## src/rtl/jt08_adpcm_ram_arb.sv

```systemverilog
// jt08_adpcm_ram_arb: arbiter for the single external ADPCM RAM port.
// Shares the memory between port A (ADPCM-B driver, real-time) and port B
// (secondary requester such as FDD/host DMA). A has fixed priority; B is
// forced through after STARVE_MAX consecutive A grants while it waits. A
// stalled memory is aborted after TIMEOUT cycles (0 disables the abort).
//
// Ports:
//   clk, rst_n                  clock, asynchronous active-low reset
//   a_req/a_we/a_addr/a_wdata   port A request (level, held until a_ack)
//   a_ack/a_rdata               port A completion pulse and read data
//   b_*                         same for port B
//   mem_req/mem_we/mem_addr/mem_wdata  memory request, held until mem_ack
//   mem_ack/mem_rdata           memory completion pulse and read data
//   busy                        high whenever not IDLE
//   timeout_err/err_clr         sticky timeout flag and its clear
//
// Optional feature macro JT08_ARB_STATS_EN: adds a_gnt_cnt, b_gnt_cnt
// (wrapping grant counters) and tmo_cnt_tot (saturating timeout count).
module jt08_adpcm_ram_arb #(
  parameter int unsigned STARVE_MAX = 3,
  parameter int unsigned TIMEOUT    = 15
) (
  input  logic        clk,
  input  logic        rst_n,
  input  logic        a_req,
  input  logic        a_we,
  input  logic [23:0] a_addr,
  input  logic [7:0]  a_wdata,
  output logic        a_ack,
  output logic [7:0]  a_rdata,
  input  logic        b_req,
  input  logic        b_we,
  input  logic [23:0] b_addr,
  input  logic [7:0]  b_wdata,
  output logic        b_ack,
  output logic [7:0]  b_rdata,
  output logic        mem_req,
  output logic        mem_we,
  output logic [23:0] mem_addr,
  output logic [7:0]  mem_wdata,
  input  logic        mem_ack,
  input  logic [7:0]  mem_rdata,
  output logic        busy,
  output logic        timeout_err,
  input  logic        err_clr
`ifdef JT08_ARB_STATS_EN
  ,
  output logic [15:0] a_gnt_cnt,
  output logic [15:0] b_gnt_cnt,
  output logic [7:0]  tmo_cnt_tot
`endif
);

  localparam int unsigned AW = 24;
  localparam int unsigned DW = 8;
  localparam int unsigned SW = (STARVE_MAX < 1) ? 1 : $clog2(STARVE_MAX + 1);
  localparam int unsigned TW = (TIMEOUT < 2) ? 1 : $clog2(TIMEOUT);

  typedef enum logic [1:0] {IDLE, WAIT, DONE} state_t;

  state_t          state, state_n;
  logic            owner_b, owner_b_n;
  logic [SW-1:0]   starve_cnt, starve_cnt_n;
  logic [TW-1:0]   tmo_cnt, tmo_cnt_n;
  logic            mem_req_n, mem_we_n;
  logic [AW-1:0]   mem_addr_n;
  logic [DW-1:0]   mem_wdata_n;
  logic            a_ack_n, b_ack_n;
  logic [DW-1:0]   a_rdata_n, b_rdata_n;
  logic            busy_n, timeout_err_n;
  logic            pick_b_c;
  logic            tmo_hit_c;
`ifdef JT08_ARB_STATS_EN
  logic [15:0]     a_gnt_cnt_n, b_gnt_cnt_n;
  logic [7:0]      tmo_cnt_tot_n;
`endif

  // Next-state and next-output logic; every register has its next value here.
  always_comb begin
    state_n       = state;
    owner_b_n     = owner_b;
    starve_cnt_n  = starve_cnt;
    tmo_cnt_n     = tmo_cnt;
    mem_req_n     = mem_req;
    mem_we_n      = mem_we;
    mem_addr_n    = mem_addr;
    mem_wdata_n   = mem_wdata;
    a_ack_n       = 1'b0;
    b_ack_n       = 1'b0;
    a_rdata_n     = a_rdata;
    b_rdata_n     = b_rdata;
    timeout_err_n = timeout_err;
    pick_b_c      = 1'b0;
    tmo_hit_c     = 1'b0;
`ifdef JT08_ARB_STATS_EN
    a_gnt_cnt_n   = a_gnt_cnt;
    b_gnt_cnt_n   = b_gnt_cnt;
    tmo_cnt_tot_n = tmo_cnt_tot;
`endif

    case (state)
      IDLE: begin
        if (!b_req) starve_cnt_n = '0;
        if (a_req || b_req) begin
          // B wins only when alone or when A has starved it long enough.
          pick_b_c    = b_req && (!a_req || (starve_cnt == SW'(STARVE_MAX)));
          owner_b_n   = pick_b_c;
          mem_req_n   = 1'b1;
          mem_we_n    = pick_b_c ? b_we    : a_we;
          mem_addr_n  = pick_b_c ? b_addr  : a_addr;
          mem_wdata_n = pick_b_c ? b_wdata : a_wdata;
          tmo_cnt_n   = '0;
          state_n     = WAIT;
          if (pick_b_c) begin
            starve_cnt_n = '0;
`ifdef JT08_ARB_STATS_EN
            b_gnt_cnt_n  = b_gnt_cnt + 16'd1;
`endif
          end else begin
            if (b_req && (starve_cnt != SW'(STARVE_MAX)))
              starve_cnt_n = starve_cnt + SW'(1);
`ifdef JT08_ARB_STATS_EN
            a_gnt_cnt_n  = a_gnt_cnt + 16'd1;
`endif
          end
        end
      end

      WAIT: begin
        if (mem_ack) begin
          mem_req_n = 1'b0;
          if (!mem_we) begin
            if (owner_b) b_rdata_n = mem_rdata;
            else         a_rdata_n = mem_rdata;
          end
          a_ack_n = !owner_b;
          b_ack_n = owner_b;
          state_n = DONE;
        end else if ((TIMEOUT != 0) && (tmo_cnt == TW'(TIMEOUT - 1))) begin
          // Abort: reads return all-ones so playback sees a defined value.
          tmo_hit_c = 1'b1;
          mem_req_n = 1'b0;
          if (!mem_we) begin
            if (owner_b) b_rdata_n = 8'hFF;
            else         a_rdata_n = 8'hFF;
          end
          a_ack_n = !owner_b;
          b_ack_n = owner_b;
          state_n = DONE;
`ifdef JT08_ARB_STATS_EN
          if (tmo_cnt_tot != 8'hFF) tmo_cnt_tot_n = tmo_cnt_tot + 8'd1;
`endif
        end else begin
          tmo_cnt_n = tmo_cnt + TW'(1);
        end
      end

      DONE: begin
        // Always pass through IDLE so a held request is re-arbitrated.
        state_n = IDLE;
      end

      default: state_n = IDLE;
    endcase

    // A timeout in the same cycle as err_clr leaves the flag set.
    if (err_clr)   timeout_err_n = 1'b0;
    if (tmo_hit_c) timeout_err_n = 1'b1;

    busy_n = (state_n != IDLE);
  end

  // State and output registers.
  always_ff @(posedge clk or negedge rst_n) begin
    if (!rst_n) begin
      state       <= IDLE;
      owner_b     <= 1'b0;
      starve_cnt  <= '0;
      tmo_cnt     <= '0;
      mem_req     <= 1'b0;
      mem_we      <= 1'b0;
      mem_addr    <= '0;
      mem_wdata   <= '0;
      a_ack       <= 1'b0;
      b_ack       <= 1'b0;
      a_rdata     <= '0;
      b_rdata     <= '0;
      busy        <= 1'b0;
      timeout_err <= 1'b0;
`ifdef JT08_ARB_STATS_EN
      a_gnt_cnt   <= '0;
      b_gnt_cnt   <= '0;
      tmo_cnt_tot <= '0;
`endif
    end else begin
      state       <= state_n;
      owner_b     <= owner_b_n;
      starve_cnt  <= starve_cnt_n;
      tmo_cnt     <= tmo_cnt_n;
      mem_req     <= mem_req_n;
      mem_we      <= mem_we_n;
      mem_addr    <= mem_addr_n;
      mem_wdata   <= mem_wdata_n;
      a_ack       <= a_ack_n;
      b_ack       <= b_ack_n;
      a_rdata     <= a_rdata_n;
      b_rdata     <= b_rdata_n;
      busy        <= busy_n;
      timeout_err <= timeout_err_n;
`ifdef JT08_ARB_STATS_EN
      a_gnt_cnt   <= a_gnt_cnt_n;
      b_gnt_cnt   <= b_gnt_cnt_n;
      tmo_cnt_tot <= tmo_cnt_tot_n;
`endif
    end
  end

endmodule

```

## config.mk

```make
export PLATFORM = sky130hd
export DESIGN_NAME = jt08_adpcm_ram_arb
export DESIGN_NICKNAME = d
export VERILOG_FILES = /design/src/rtl/jt08_adpcm_ram_arb.sv
export SDC_FILE = /design/constraint.sdc
export NUM_CORES = 1
export LEC_CHECK = 0
export BUFFER_PORTS_ARGS = -buffer_cell sky130_fd_sc_hd__buf_2
export CAP_MARGIN = 25
export CORE_MARGIN = 4
export CORE_UTILIZATION = 25
export CTS_CLUSTER_DIAMETER = 30
export DETAILED_ROUTE_END_ITERATION = 10
export PLACE_DENSITY = 0.55
export SLEW_MARGIN = 40
export SYNTH_ARGS = -nofsm -noshare
export SYNTH_HDL_FRONTEND = slang
export SYNTH_SLANG_ARGS = --single-unit
```

## constraint.sdc

```tcl
create_clock -name clk -period 4.6 [get_ports clk]
set_input_delay 0.23 -clock clk [delete_from_list [all_inputs] [get_ports clk]]
set_output_delay 0.23 -clock clk [all_outputs]
set_load 0.03 [all_outputs]
```

==> metrics.txt, run 1 <==
EDFF count, synth 0; vias in the first global route approximately 2800; syn nets approximately 380; largest net degree at the start of global routing 64; Req. time, crit path roughly 4.8 ns; commonest register cell after synthesis dfrtp_1; ys async rst share 1.00; die footprint about 14000 µm²; syn_area_per_cell ~10 µm²; Starting Density 0.258; count leader, synth dfrtp_1; CP Launch Type register; maximum buffer depth of the clock tree 2; peak supply drop roughly 0.23 mV; part of the power in combinational logic 0.447; worst hold path class input pin to asynchronous set/reset pin; FF-to-FF setup slack between 2 and 3 ns; post-route ant nets 0; Initial DRC Count between 150 and 200; Seq/Total Area, Yosys 0.530; Fin. Hold Viols 10; Warnings, synthesis 0; Mapped Cells roughly 300; cell taking the most area after synthesis dfrtp_1; WL per Instance around 17 µm; largest cells by area after synthesis dfrtp_1 53%, a31oi_1 7.4%, nand3_1 6.1%; # diodes 0; Switching Share 0.435; core area 11500 µm²; fin crit period 2.01 ns; Setup TNS 0 ns; failing checks hold timing; worst skew pair latency 0.32 ns; final worst slack around 2.6 ns; post-cts resize count 0; pwr dens between 700 and 800 nW/µm²; crit path DAT 2.21 ns; Initial DRT Pass Iterations 5; Synth top area share 0.530; Worst-path clk slew 0.05 ns; Total Routing Usage GR 0.135; GR Overflow Total 0; Final HPWL DP 6560 µm; clock network power share 0.224; flops & latches, synth 63; worst r2r dst a_rdata[6]; CP Class register to register; Vias about 2800; hold slack -0.00767 ns; Pleak about 1.9 nW; CTS root buf clkbuf_16; # H-tree levels 3; Final nets ~500; initial antenna violation count 0; part of the power in registers 0.329; port bufs between 100 and 150; TritonCTS clock tree done; hold buffers post-CTS 0; Place WS roughly 2.4 ns; first-pass GRT wire length around 14000 µm; fraction of layout cells with a size suffix above 1 0.416; Commonest cells post-synth 63 x dfrtp_1, 36 x nand3_1, 35 x a31oi_1, 35 x o21ai_0, 34 x a21oi_1; post-CTS setup buffer count 0; number of max-cap violations 0; row count 39; Reg2Reg Depth 5; Synth Cell Area approximately 3000 µm²; Final period util 0.438; fmax 496 MHz; RSZ-0062 raised after global routing no; worst-margin pin slew 0.837 ns; die height 117 µm; number of CTS-inserted buffers 9; DRC Markers 0; Clock Sink Count 63; net switching power around 1.3 mW; slew margin rel. 0.441; r2r startpoint tmo_cnt[0]; Critical Path End Type register; Int Pwr around 1.7 mW; Post-Route WL between 9000 and 10000 µm; I/O Pins 134; gpl congestion about 0.75; Final Skew 0.00987 ns; final setup vio count 0; number of distinct library cells after synthesis 33; Slew Viols, Final 0; outcome finished, violations left; CP Max Fanout 8; DR vias/cell between 5 and 6; Die X around 120 µm; P&R area growth vs syn 35.8%
[layer usage]
metal | global-route usage | part of all wire | vias to the layer above
met5 | 0 | 0 | -
met3 | 0.0278 | 0.068 | 13
li1 | - | - | 1332
met2 | 0.215 | 0.45 | 140
met4 | 0.0512 | 0.017 | 0
met1 | 0.181 | 0.46 | 1364
[flip-flops by register name, summed over array words and instances, names as in the netlist]
register and count:
mem_addr 24, mem_req 1, mem_wdata 8, starve_cnt 2, mem_we 1, busy 1
timeout_err 1, b_rdata 8, state 2, b_ack 1, a_rdata 8, owner_b 1
tmo_cnt 4, a_ack 1
[placed cells by master, fill, tap and decap left out, types with 2 or more instances in the layout]
cell type and count:
buf_4 2, nand2b_1 9, ha_1 3, nand2_1 6, inv_1 5, clkbuf_16 9, clkbuf_1 2, or4_1 2
o21ai_0 35, dfrtp_1 63, nor2b_1 3, a21oi_1 34, nand3_1 36, nor2_1 2, mux2_2 8, buf_2 133
a31oi_1 35, or2_2 2, clkinv_2 3, and3_1 2, mux2_4 8
[critical path: stages (launching register included)]
cell	delay [ns]
dfrtp_1	0.38
inv_1	0.09
ha_1	0.19
a31oi_1	0.13
or4_1	0.70
mux2_4	0.39
[power groups by stage]
stage / sequential, mW / combinational, mW / clock [mW]
final: 0.970 / 1.32 / 0.663
after CTS: 0.971 / 1.34 / 0.681
after floorplan: 1.40 / 0.469 / 0
after global placement: 0.969 / 1.32 / 0
after global routing: 1.00 / 1.43 / 0.706
after detailed placement: 0.974 / 1.34 / 0
[area by class of cell]
class                      count  area, µm²
inverter                       6       22.5
tap                          143        179
clock inverter                 4       45.0
timing repair buffer         136        692
sequential                    63       1580
clock buffer                  12        246
fill                        1224       7480
multi-input combinational    200       1270
[kinds of logic (layout without fill, tap and decap cells)]
kind of cell    after synthesis  count (layout)  synth area share
simple gates                 67              67             0.125
mux                          16              16            0.0707
fa+ha+maj                     3               3            0.0126
flops                        63              63             0.530
buf+inv                      33             158            0.0459
compound gates              114             114             0.216
[how the worst max path moves through the flow]
| stage | cells after the start | start | to | slack (ns) |
|---|---|---|---|---|
| after global routing | 5 | tmo_cnt[0] | a_rdata[6] | 2.46 |
| final | 5 | tmo_cnt[0] | a_rdata[6] | 2.59 |
| after detailed placement | 4 | b_req | starve_cnt[0] | 2.35 |
| after floorplan | 6 | tmo_cnt[0] | a_rdata[0] | 2.87 |
| after global placement | 4 | b_req | starve_cnt[0] | 2.38 |
| after CTS | 5 | tmo_cnt[0] | a_rdata[6] | 2.59 |
[stage by stage]
| step | total power, mW | utilization | hold slack [ns] | instances | area, µm² |
|---|---|---|---|---|---|
| finish | 2.95 | 0.351 | -0.00767 | 564 | 4040 |
| detailed placement | 2.32 | 0.325 | 0.424 | 548 | 3740 |
| floorplan | 1.87 | - | -0.0656 | 296 | 2970 |
| global placement | 2.29 | 0.324 | 0.421 | 548 | 3740 |
| CTS | 2.99 | 0.350 | 0.0860 | 564 | 4030 |
| global route | 3.13 | 0.351 | 0.0405 | 564 | 4040 |
No activity file was read; power rests on OpenSTA's default activity.
==> run 2: changes to the inputs <==
==> constraint.sdc (replaced) <==
create_clock -name clk -period 2 [get_ports clk]
set_input_delay 0.1 -clock clk [delete_from_list [all_inputs] [get_ports clk]]
set_output_delay 0.1 -clock clk [all_outputs]
set_load 0.03 [all_outputs]
==> metrics.txt, run 2 (synthesis results as in run 1) <==
worst-margin pin slew 0.622 ns (-0.215 ns); CP Launch Type register; number of max-cap violations 0 (unchanged); number of CTS-inserted buffers 9 (unchanged); CTS root buf clkbuf_16; crit-path cells inv_1 > ha_1 > a31oi_1 > or4_1 > buf_4 > mux2_4; Total Power 7.00 mW (+140%); Slew Viols, Final 0 (unchanged); DRC Markers 0 (unchanged); Final HPWL DP 6870 µm (+4.8%); WL per Instance 16.0 µm (-3.7%); largest net degree at the start of global routing 38 (-41%); CP Class register to register; Total Routing Usage GR 0.136 (+0.000685); post-route ant nets 0 (unchanged); DR vias/cell 4.87 (-3.6%); vias in the first global route 2900 (+4.1%); row count 39 (unchanged); # fillers 1202 (-1.8%); pwr dens 1680 nW/µm² (+130%); P&R area growth vs syn 40.5%; commonest cells after routing, fill and taps aside 133 x buf_2, 63 x dfrtp_1, 36 x nand3_1; GR Overflow Total 0 (unchanged); die height 117 µm (unchanged); worst r2r dst a_rdata[5]; final setup vio count 0 (unchanged); fmax 545 MHz (+9.8%); hold endpoint mem_addr[20]; Vias 2804 (-1.6%); Clock Sink Count 63 (unchanged); hold depth 3; slew margin rel. 0.586 (+0.145); Final Skew 0.00662 ns (-0.00325 ns); Pleak 1.94 nW (+4.0%); fraction of layout cells with a size suffix above 1 0.427 (+0.0116); initial antenna violation count 0 (unchanged); worst hold path class input pin to register; I/O Pins 134 (unchanged); outcome finished, final reports clean; crit path launch tmo_cnt[0]; Req. time, crit path 2.20 ns (-2.60 ns); Post-Route WL 9230 µm (-1.7%); Setup TNS 0 ns (unchanged); Initial DRT Pass Iterations 5 (unchanged); CP peak stage delay 0.41 ns (-0.29 ns); port bufs 133 (unchanged); post-CTS setup buffer count 0 (unchanged); Worst-path clk slew 0.05 ns (about the same); TritonCTS clock tree done; die footprint 13700 µm² (unchanged); Initial DRC Count 147 (-21%); commonest non-fill, non-tap cell in the layout buf_2; CP Max Fanout 8 (unchanged); Crit path max-delay family simple AND/OR/NAND/NOR gates; r2r startpoint tmo_cnt[0]; maximum buffer depth of the clock tree 2 (unchanged); max reg flops 24 (unchanged); # H-tree levels 3 (unchanged); Critical Path End Type register; peak supply drop 0.713 mV (+200%); Die X 117 µm (unchanged); post-cts resize count 0 (unchanged); FF-to-FF setup slack 0.16 ns (-2.42 ns); worst min-delay path startpoint b_addr[20]; CP max stage cell or4_1; # diodes 0 (unchanged); gpl congestion 0.780 (+3.9%); first-pass GRT wire length 14600 µm (+1.7%); crit path DAT 2.04 ns (-0.17 ns); Final nets 512 (+2.6%); CP bufs+invs 2 (+1); Starting Density 0.258 (unchanged); worst skew pair latency 0.32 ns (about the same); core area 11500 µm² (unchanged); Final period util 0.918 (+0.480); fin crit period 1.84 ns (-0.180 ns); Fin. Hold Viols 0 (-10); Biggest register mem_addr; RSZ-0062 raised after global routing no; Reg2Reg Depth 6 (+1)
## run 2: changes by cell type in the layout (fill, tap and decap cells not counted), sizes merged
cell         before  now
clkinv            3    2
bufinv            1    2
buf             136  147
clkbuf           12   11
dlygate4sd3       0    2
## run 2: worst max-delay path by stage
stage / slack, ns / cells after the start / to
after floorplan: 0.27 / 6 / a_rdata[0]
after global placement: 0.20 / 6 / a_rdata[2]
after detailed placement: 0.18 / 6 / a_rdata[3]
after CTS: 0.17 / 6 / a_rdata[3]
after global routing: 0.02 / 6 / a_rdata[3]
final: 0.16 / 6 / a_rdata[5]
## run 2: through the flow
| stage | area, µm² | std cells | worst slack, ns | util | hold slack, ns |
|---|---|---|---|---|---|
| 2_1_floorplan | 2970 | 296 | 0.274 | - | -0.196 |
| 3_3_place_gp | 3840 | 559 | 0.202 | 0.334 | 0.151 |
| 3_5_place_dp | 3840 | 559 | 0.177 | 0.334 | 0.152 |
| 4_1_cts | 4180 | 576 | 0.168 | 0.363 | 0.0344 |
| 5_1_grt | 4180 | 576 | 0.0157 | 0.363 | 0.0458 |
| 6_report | 4180 | 576 | 0.165 | 0.363 | 0.0439 |
## run 2: layout make-up
cell class / count / area (µm²) / share of cell area
Clock buffer: 11 / 243 / 0.0581
Clock inverter: 4 / 70.1 / 0.0168
Inverter: 6 / 22.5 / 0.00539
Multi-Input combinational cell: 200 / 1270 / 0.304
Sequential cell: 63 / 1580 / 0.377
Tap cell: 143 / 179 / 0.0428
Timing Repair Buffer: 149 / 816 / 0.195
## run 2: power breakdown
part           leakage (nW)  switching, mW  internal (mW)
clock network         0.155          0.530           1.11
registers             0.730          0.360           1.87
logic                  1.05           2.07           1.06
total                  1.94           2.96           4.04
## run 2: routing by layer
| metal | global-route usage | wire, µm |
|---|---|---|
| met1 | 0.173 | 4180 |
| met2 | 0.227 | 4240 |
| met3 | 0.0401 | 714 |
| met4 | 0.0336 | 91 |
| met5 | 0 | 0 |
## run 2: worst min-delay path: stages
cell,delay (ns)
buf_2,0.09
nand3_1,0.05
a31oi_1,0.07
## run 2: what timing repair did
item | 4_1_cts | 5_1_grt
hold buffers | 2 | 0
endpoints found under the hold margin | 27 | 0
setup endpoints to repair | 0 | 0
==> run 3: changes to the inputs <==
--- a/config.mk
+++ b/config.mk
@@ -5,13 +5,14 @@
 export SDC_FILE = /design/constraint.sdc
 export NUM_CORES = 1
 export LEC_CHECK = 0
-export BUFFER_PORTS_ARGS = -buffer_cell sky130_fd_sc_hd__buf_2
+export ABC_AREA = 1
 export CAP_MARGIN = 25
 export CORE_MARGIN = 4
 export CORE_UTILIZATION = 25
 export CTS_CLUSTER_DIAMETER = 30
 export DETAILED_ROUTE_END_ITERATION = 10
-export PLACE_DENSITY = 0.55
+export DONT_BUFFER_PORTS = 1
+export PLACE_DENSITY = 0.45
 export SLEW_MARGIN = 40
 export SYNTH_ARGS = -nofsm -noshare
 export SYNTH_HDL_FRONTEND = slang
==> constraint.sdc (replaced) <==
create_clock -name clk -period 2.3 [get_ports clk]
set_input_delay 0.115 -clock clk [delete_from_list [all_inputs] [get_ports clk]]
set_output_delay 0.115 -clock clk [all_outputs]
set_load 0.03 [all_outputs]
==> metrics.txt, run 3 <==
outcome finished, final reports clean; port bufs 0 (-100%); Vias 2522 (-10%); WL per Instance 14.0 µm (-13%); fin crit period 1.80 ns (-0.0368 ns); slew margin rel. 0.610 (+0.0241); Setup TNS 0 ns (unchanged); Total Routing Usage GR 0.116 (-0.0193); multiplexer share of the synthesized area 0 (-0.0707); flops & latches, synth 63 (unchanged); final setup vio count 0 (unchanged); Synth Cell Area 3100 µm² (+4.3%); CP Class register to register; maximum buffer depth of the clock tree 2 (unchanged); GR Overflow Total 0 (unchanged); Commonest cells post-synth 157 x nand2_1, 63 x dfrtp_1, 45 x inv_1; pwr dens 1430 nW/µm² (-15%); commonest cells after routing, fill and taps aside 156 x nand2_1, 63 x dfrtp_1, 45 x inv_1; Mapped Cells 371 (+25%); largest family of logic cells by synthesized area simple AND/OR/NAND/NOR gates; Total Power 5.59 mW (-20%); post-CTS setup buffer count 0 (unchanged); commonest non-fill, non-tap cell in the layout nand2_1; Final HPWL DP 5540 µm (-19%); Final nets 486 (-5.1%); Final period util 0.782 (-0.136); ys async rst share 1.00 (unchanged); die height 119 µm (+2.0%); # H-tree levels 3 (unchanged); Post-Route WL 8070 µm (-13%); Final Skew 0.00688 ns (+0.000258 ns); largest net degree at the start of global routing 64 (+68%); Initial DRT Pass Iterations 4 (-1); RSZ-0062 raised after global routing no; crit path DAT 2.06 ns (+0.02 ns); r2r startpoint mem_we; Worst-path clk slew 0.06 ns (about the same); Fin. Hold Viols 0 (unchanged); Critical Path End Type register; # diodes 0 (unchanged); Die X 119 µm (+2.0%); core area 12100 µm² (+4.7%); number of CTS-inserted buffers 9 (unchanged); number of max-cap violations 0 (unchanged); Slew Viols, Final 0 (unchanged); TritonCTS clock tree done; Clock Sink Count 63 (unchanged); Initial DRC Count 179 (+22%); die footprint 14200 µm² (+4.0%); DR vias/cell 4.38 (-10%); syn_area_per_cell 8.36 µm² (-17%); count leader, synth nand2_1; worst-margin pin slew 0.582 ns (-0.0398 ns); Pleak 2.01 nW (+3.9%); CP Max Fanout 18 (+10); number of distinct library cells after synthesis 26 (-21%); peak supply drop 0.385 mV (-46%); Seq/Total Area, Yosys 0.508 (-0.0218); largest cells by area after synthesis dfrtp_1 51%, nand2_1 19%, o211ai_1 7.7%; Starting Density 0.257 (-0.00109); Adder-Cell Fraction of Synth Area 0.0121 (-0.000520); syn nets 454 (+20%); first-pass GRT wire length 13200 µm (-9.5%); P&R area growth vs syn 26.2%; Req. time, crit path 2.56 ns (+0.36 ns); crit path launch mem_we; gpl congestion 0.766 (-1.8%); simple-gate area share of the yosys netlist 0.280 (+0.156); initial antenna violation count 0 (unchanged); CP Launch Type register; vias in the first global route 2523 (-13%); worst hold path class input pin to register; Synth Area in XOR/XNOR 0.00282 (+0.00282); I/O Pins 134 (unchanged); fraction of layout cells with a size suffix above 1 0.0931 (-0.334); post-route ant nets 0 (unchanged); row count 40 (+2.6%); DRC Markers 0 (unchanged); CTS root buf clkbuf_16; commonest register cell after synthesis dfrtp_1; worst skew pair latency 0.32 ns (about the same); max reg flops 24 (unchanged); Biggest register mem_addr; fmax 556 MHz (+2.0%); compound-gate portion of the synthesized area 0.0928 (-0.123); Synth top area share 0.508 (-0.0218); cell taking the most area after synthesis dfrtp_1; worst min-delay path startpoint a_wdata[7]; EDFF count, synth 0 (unchanged); Warnings, synthesis 0 (unchanged)
-- run 3: changes by cell type after synthesis, sizes merged, moves of 15 or more --
| cell | before | now |
|---|---|---|
| nand2 | 6 | 157 |
| inv | 6 | 47 |
| a31oi | 35 | 0 |
| a21oi | 34 | 0 |
| o211ai | 1 | 33 |
| nand3 | 36 | 5 |
| o21ai | 36 | 5 |
| nand4 | 0 | 21 |
| mux2 | 16 | 0 |
| clkbuf | 18 | 3 |
-- run 3: metal layers --
| layer | global-route usage | vias to the layer above | wire length, µm |
|---|---|---|---|
| met4 | 0.0301 | 0 | 53 |
| met5 | 0 | - | 0 |
| li1 | - | 1253 | - |
| met3 | 0.0480 | 4 | 687 |
| met1 | 0.149 | 1162 | 3640 |
| met2 | 0.182 | 103 | 3690 |
-- run 3: where the power goes --
group / leakage [nW] / total [mW] / switching, mW / internal, mW
clock network: 0.149 / 1.38 / 0.510 / 0.873
logic: 1.08 / 1.26 / 0.807 / 0.448
registers: 0.779 / 2.95 / 1.35 / 1.60
-- run 3: final cells by class --
class                      count  area [µm²]
clock inverter                 6        68.8
inverter                      48         180
multi-input combinational    241        1210
sequential                    63        1580
clock buffer                  10         239
tap                          168         210
fill                        1221        8150
timing repair buffer          40         423
-- run 3: path summary, 6_finish.rpt --
kind / endpoint / slack [ns] / cells after the start
min in group asynchronous: a_rdata[2] / 0.34 / 2
max in group asynchronous: mem_wdata[1] / 1.67 / 2
min reg2reg: starve_cnt[1] / 0.53 / 2
max reg2reg: a_rdata[6] / 0.50 / 4
max: a_rdata[6] / 0.50 / 4
min: mem_wdata[7] / 0.03 / 4
-- run 3: cells by family (layout without fill, tap and decap cells) --
group                    count (synthesis)  after routing
AND/OR/NAND/NOR                        198            198
adder cells (fa/ha/maj)                  3              3
buffers and inverters                   67            104
XOR/XNOR                                 1              1
AO/OA/AOI/OAI                           39             39
flip-flops                              63             63
-- run 3: per-stage QoR --
stage                     setup WS [ns]  cell area (µm²)  hold WS, ns  utilization  std cells
after floorplan                   0.933             3100       -0.181            -        371
final                             0.502             3910       0.0281        0.324        576
after CTS                         0.517             3910       0.0138        0.324        576
after global placement            0.564             3220       -0.177        0.267        523
after detailed placement          0.535             3220       -0.177        0.267        523
after global routing              0.252             3910       0.0296        0.324        576
-- run 3: what timing repair did --
| item | 4_1_cts | 5_1_grt |
|---|---|---|
| hold buffers | 37 | 0 |
| resized for setup | 0 | 0 |
| endpoints found under the hold margin | 98 | 0 |
-- run 3: worst max-delay path, cell delays in order, from the launching register on --
cell	delay (ns)
dfrtp_1	0.61
clkinv_1	0.61
nand4_4	0.36
nand2_1	0.08
nand2_1	0.07
